## src/rtl/paddle_mover.sv

```systemverilog
// Paddle position controller: turns debounced up/down press pulses into
// fixed-size steps played out at a bounded speed per video frame.
module paddle_mover #(
  parameter int SCREEN_H  = 480,
  parameter int PADDLE_H  = 80,
  parameter int STEP      = 16,
  parameter int SPEED     = 4,
  parameter int Y_INIT    = 200,
  parameter int QUEUE_MAX = 3
) (
  input  logic       clk,
  input  logic       rst_n,
  input  logic       up_pulse,
  input  logic       dn_pulse,
  input  logic       frame_tick,
  output logic [9:0] paddle_y,
  output logic       moving,
  output logic       at_top,
  output logic       at_bot
);

  // state     | meaning
  // S_IDLE    | no step in flight; launches the next queued press
  // S_MOVE_UP | playing out an up step (y decreasing) on frame ticks
  // S_MOVE_DN | playing out a down step (y increasing) on frame ticks
  typedef enum logic [1:0] {S_IDLE, S_MOVE_UP, S_MOVE_DN} state_t;

  localparam int PW = $clog2(QUEUE_MAX) + 2;
  localparam int RW = $clog2(STEP + 1);
  localparam logic [9:0] Y_MAX_V  = 10'(SCREEN_H - PADDLE_H);
  localparam logic [9:0] SPEED_V  = 10'(SPEED);
  localparam logic [9:0] Y_INIT_V = 10'(Y_INIT);
  localparam logic [RW-1:0] STEP_V = RW'(STEP);
  localparam logic signed [PW:0] P_ONE = (PW+1)'(1);
  localparam logic signed [PW:0] Q_MAX = (PW+1)'(QUEUE_MAX);
  localparam logic signed [PW:0] Q_MIN = -Q_MAX;
  localparam logic signed [PW:0] P_ZERO = '0;

  state_t                 state_q, state_d;
  logic [9:0]             y_q, y_d;
  logic [RW-1:0]          rem_q, rem_d;
  logic signed [PW-1:0]   pending_q, pending_d;
  logic                   moving_q, moving_d;

  logic signed [PW:0]     consumed;
  logic signed [PW:0]     sum;
  logic                   clr_pos, clr_neg;
  logic [9:0]             head, d, rem_ext;

  assign paddle_y = y_q;
  assign moving   = moving_q;
  assign at_top   = (y_q == 10'd0);
  assign at_bot   = (y_q == Y_MAX_V);

  always_comb begin
    state_d  = state_q;
    y_d      = y_q;
    rem_d    = rem_q;
    consumed = P_ZERO;
    clr_pos  = 1'b0;
    clr_neg  = 1'b0;
    head     = '0;
    d        = '0;
    rem_ext  = 10'(rem_q);

    case (state_q)
      S_IDLE: begin
        if (pending_q > 0) begin
          if (at_top) clr_pos = 1'b1;
          else begin
            state_d  = S_MOVE_UP;
            rem_d    = STEP_V;
            consumed = P_ONE;
          end
        end else if (pending_q < 0) begin
          if (at_bot) clr_neg = 1'b1;
          else begin
            state_d  = S_MOVE_DN;
            rem_d    = STEP_V;
            consumed = -P_ONE;
          end
        end
      end
      S_MOVE_UP, S_MOVE_DN: begin
        if (frame_tick) begin
          head = (state_q == S_MOVE_UP) ? y_q : (Y_MAX_V - y_q);
          d = SPEED_V;
          if (rem_ext < d) d = rem_ext;
          if (head < d)    d = head;
          rem_d = rem_q - RW'(d);
          if (state_q == S_MOVE_UP) begin
            y_d = y_q - d;
            clr_pos = (y_d == 10'd0);
          end else begin
            y_d = y_q + d;
            clr_neg = (y_d == Y_MAX_V);
          end
          // Hitting an edge ends the step even with pixels left over.
          if (rem_d == '0 || clr_pos || clr_neg) state_d = S_IDLE;
        end
      end
      default: state_d = S_IDLE;
    endcase

    sum = {pending_q[PW-1], pending_q};
    if (up_pulse) sum = sum + P_ONE;
    if (dn_pulse) sum = sum - P_ONE;
    sum = sum - consumed;
    if (sum > Q_MAX) sum = Q_MAX;
    if (sum < Q_MIN) sum = Q_MIN;
    if (clr_pos && sum > 0) sum = P_ZERO;
    if (clr_neg && sum < 0) sum = P_ZERO;
    pending_d = sum[PW-1:0];

    moving_d = (state_d != S_IDLE);
  end

  always_ff @(posedge clk or negedge rst_n) begin
    if (!rst_n) begin
      state_q   <= S_IDLE;
      y_q       <= Y_INIT_V;
      rem_q     <= '0;
      pending_q <= '0;
      moving_q  <= 1'b0;
    end else begin
      state_q   <= state_d;
      y_q       <= y_d;
      rem_q     <= rem_d;
      pending_q <= pending_d;
      moving_q  <= moving_d;
    end
  end

endmodule

```

## config.mk

```make
export PLATFORM = sky130hd
export DESIGN_NAME = paddle_mover
export DESIGN_NICKNAME = d
export VERILOG_FILES = /design/src/rtl/paddle_mover.sv
export SDC_FILE = /design/constraint.sdc
export NUM_CORES = 1
export LEC_CHECK = 0
export BUFFER_PORTS_ARGS = -buffer_cell sky130_fd_sc_hd__buf_2
export CAP_MARGIN = 20
export CORE_MARGIN = 1.5
export CORE_UTILIZATION = 45
export CTS_CLUSTER_SIZE = 40
export DETAILED_ROUTE_END_ITERATION = 16
export GPL_TIMING_DRIVEN = 0
export MAX_ROUTING_LAYER = met4
export PLACE_DENSITY = 0.71
export SYNTH_ARGS = -nofsm -noshare
export SYNTH_HDL_FRONTEND = slang
export SYNTH_SLANG_ARGS = --single-unit
```

## constraint.sdc

```tcl
create_clock -name clk -period 5.87 [get_ports clk]
set_clock_uncertainty 0.15 [all_clocks]
set_input_delay 0.587 -clock clk [delete_from_list [all_inputs] [get_ports clk]]
set_output_delay 0.587 -clock clk [all_outputs]
set_load 0.02 [all_outputs]
```

==> key figures <==
Setup path
  – CP Launch Type: flip-flop
  – Kind of critical path: flip-flop to flip-flop
  – Worst path arrival time: 5650 ps
  – Nature of the critical path endpoint: flip-flop
  – Top fanout value on the critical path: 10
  – Worst path required time: 5870 ps

Timing
  – Final Max Slew Viols: 0
  – Hold Vio Cnt, Final: 0
  – Min Tclk post-route: 5650 ps
  – Finish-stage setup viols: 0
  – Fmax: 0.177 GHz
  – Rel. slew slack: 56.5%
  – Tcrit/Tclk final: 96.3%
  – Measured slew at the worst slew-check pin: 644 ps

Placed design
  – Dpl cells: 526
  – Dpl hpwl: 6310 um
  – IO Port Bufs: 17
  – Gpl congestion: 0.885

Run
  – Maxcap violations: 0

Clock tree
  – Clock tree root buffer cell: clkbuf_8
  – CTS buffer count: 3
  – CTS tree: built
  – CTS Sinks: 22
  – Clock buffer depth: 2
  – Hold buffers post-CTS: 0
  – Clk_lat worst skew: 260 ps
  – Depth of the CTS H-tree: 1
  – Clock transition at the registers of the reported paths: 90 ps

Global route
  – Antenna violations before repair: 0
  – GR Util All Layers: 21.6%
  – First-pass GRT wire length: 13100 um
  – Largest net degree at the start of global routing: 23
  – Grt total ovfl: 0
  – Vias in the first global route: 2830

Routing
  – WL final: 8190 um
  – Drt wl/cell: 15.0 um
  – Drt pass-1 iters: 4
  – Antenna-violating nets left: 0
  – First-iteration detailed-routing DRC count: 122
  – # DRC: 0
  – DR vias/cell: 5.58
  – Via count: 3033

Synth
  – Post-synthesis cell area: 3290 sq um
  – Post-synthesis compound-gate area fraction: 24.8%
  – Yosys Warn Count: 0
  – EDFF count, synth: 0
  – Adder-Cell Fraction of Synth Area: 17.6%
  – Synth unique cells: 76
  – Seq cells post-synth: 22
  – XOR/XNOR Fraction of Synth Area: 8.43%
  – Sequential area share after synthesis: 16.8%
  – Async S/R FF share, synth: 100%
  – Main combinational cell family by area after synthesis: compound AO/OA/AOI/OAI gates
  – Mean Syn Cell Area: 8.19 sq um
  – Mux cell area share after synthesis: 2.51%
  – Mapped Cells: 402
  – Ys flop type: dfrtp_1
  – Simple-gate share of the synthesized area: 22.5%

Die
  – Core region area: 7180 sq um
  – Chip height: 88.5 um
  – I/O pin total: 18
  – Die area: 7840 sq um
  – Starting Density: 45.9%
  – Num rows: 31
  – Chip width: 88.5 um

Cells and area
  – P&R area growth vs syn: 13.9%
  – Share of cells above drive strength 1: 18.9%
  – Final Util: 52.3%
  – Antenna diodes: 0
  – Fin cells: 544
  – Nets: 495
  – Most frequent cells in the layout: ha_1, inv_1, nor2_1
  – Fill cell count: 703
  – Most common cell after layout, fill and taps aside: ha_1

Hold path
  – Hold crit path type: input port to asynchronous set/reset pin

Outcome
  – Status: completed
timing repair:
item,in CTS,in global routing
endpoints found under the setup margin,7,7
pin swaps,0,8
resized for setup,4,16
setup buffers,0,14
critical path: stages (launching register included):
cell,delay (ps)
dfrtp_1,390
inv_1,110
ha_1,170
buf_6,130
clkbuf_4,230
mux2_2,360
ha_1,290
o211ai_1,180
a31oi_1,60
o21ai_1,260
o2111ai_4,230
o21ai_2,240
ha_1,220
inv_1,70
fa_1,440
nand2b_1,220
a21oi_1,210
xnor2_1,150
nand4_1,160
or4_1,550
o41a_1,440
o22ai_2,180
a31oi_1,70
worst paths after layout:
check | startpoint | endpoint | slack, ps | depth (start not counted)
max in group asynchronous | rst_n | state_q[0] | 5050 | 1
worst min register to register | rem_q[0] | rem_q[0] | 400 | 2
worst max register to register | state_q[1] | pending_q[0] | 220 | 22
min in group clk | rem_q[0] | rem_q[0] | 400 | 2
worst min-delay path | rst_n | paddle_y[5] | 140 | 1
worst max-delay path | state_q[1] | pending_q[0] | 220 | 22
synth_stat cells, types with 6 or more instances:
master | number | share of area, %
a31oi_1 | 6 | 1.1
a211o_1 | 6 | 1.6
xor2_1 | 8 | 2.1
o21ai_1 | 6 | 0.91
a21oi_1 | 24 | 3.6
nor2_1 | 27 | 3.1
nand2_1 | 23 | 2.6
nor3_1 | 12 | 1.8
inv_1 | 36 | 4.1
nand2b_1 | 14 | 2.7
xnor2_1 | 21 | 5.6
nor2b_1 | 6 | 1.1
clkbuf_1 | 8 | 0.91
a211oi_1 | 8 | 1.8
ha_1 | 40 | 15
dfrtp_1 | 19 | 14
o21ai_0 | 19 | 2.9
mux2i_1 | 6 | 1.8
metal layers:
| layer | track usage, % | up-vias | share of wire (%) |
|---|---|---|---|
| met1 | 28.7 | 1455 | 48 |
| met2 | 37.0 | 39 | 49 |
| met3 | 1.12 | 8 | 1.6 |
| met5 | - | - | 0 |
| met4 | 3.55 | 0 | 1.1 |
| li1 | - | 1531 | - |
state kept, by name, summed over array words and instances, names as in the netlist:
register   count
moving         1
pending_q      4
rem_q          5
state_q        2
paddle_y      10
cell families after synthesis:
| kind of cell | count (synthesis) |
|---|---|
| buffers and inverters | 52 |
| adder cells (fa/ha/maj) | 44 |
| flip-flops | 22 |
| AND/OR/NAND/NOR | 129 |
| multiplexers | 8 |
| XOR/XNOR | 30 |
| other | 2 |
| AO/OA/AOI/OAI | 115 |
per-stage QoR:
stage / TNS (ps) / hold slack, ps / cell area (sq um) / worst slack, ps
final: 0 / 141 / 3750 / 216
after global placement: -727 / 371 / 3530 / -188
after floorplan: 0 / 141 / 3320 / 351
after detailed placement: -835 / 375 / 3530 / -208
after global routing: -177 / 178 / 3750 / -55.5
after CTS: 0 / 156 / 3600 / 55.7
final cells by class:
type	count	area (sq um)	share of cell area [%]
plain buffers	16	101	2.70
clock buffers	4	55.1	1.47
inverters	36	138	3.67
multi-input cells	336	2590	68.9
flip-flops and latches	22	558	14.9
well taps	99	124	3.30
repair buffers	31	190	5.07
Power is left out: the tool's default activity adds up to more than one toggle a clock period on the data nets, which glitch-free logic cannot reach.
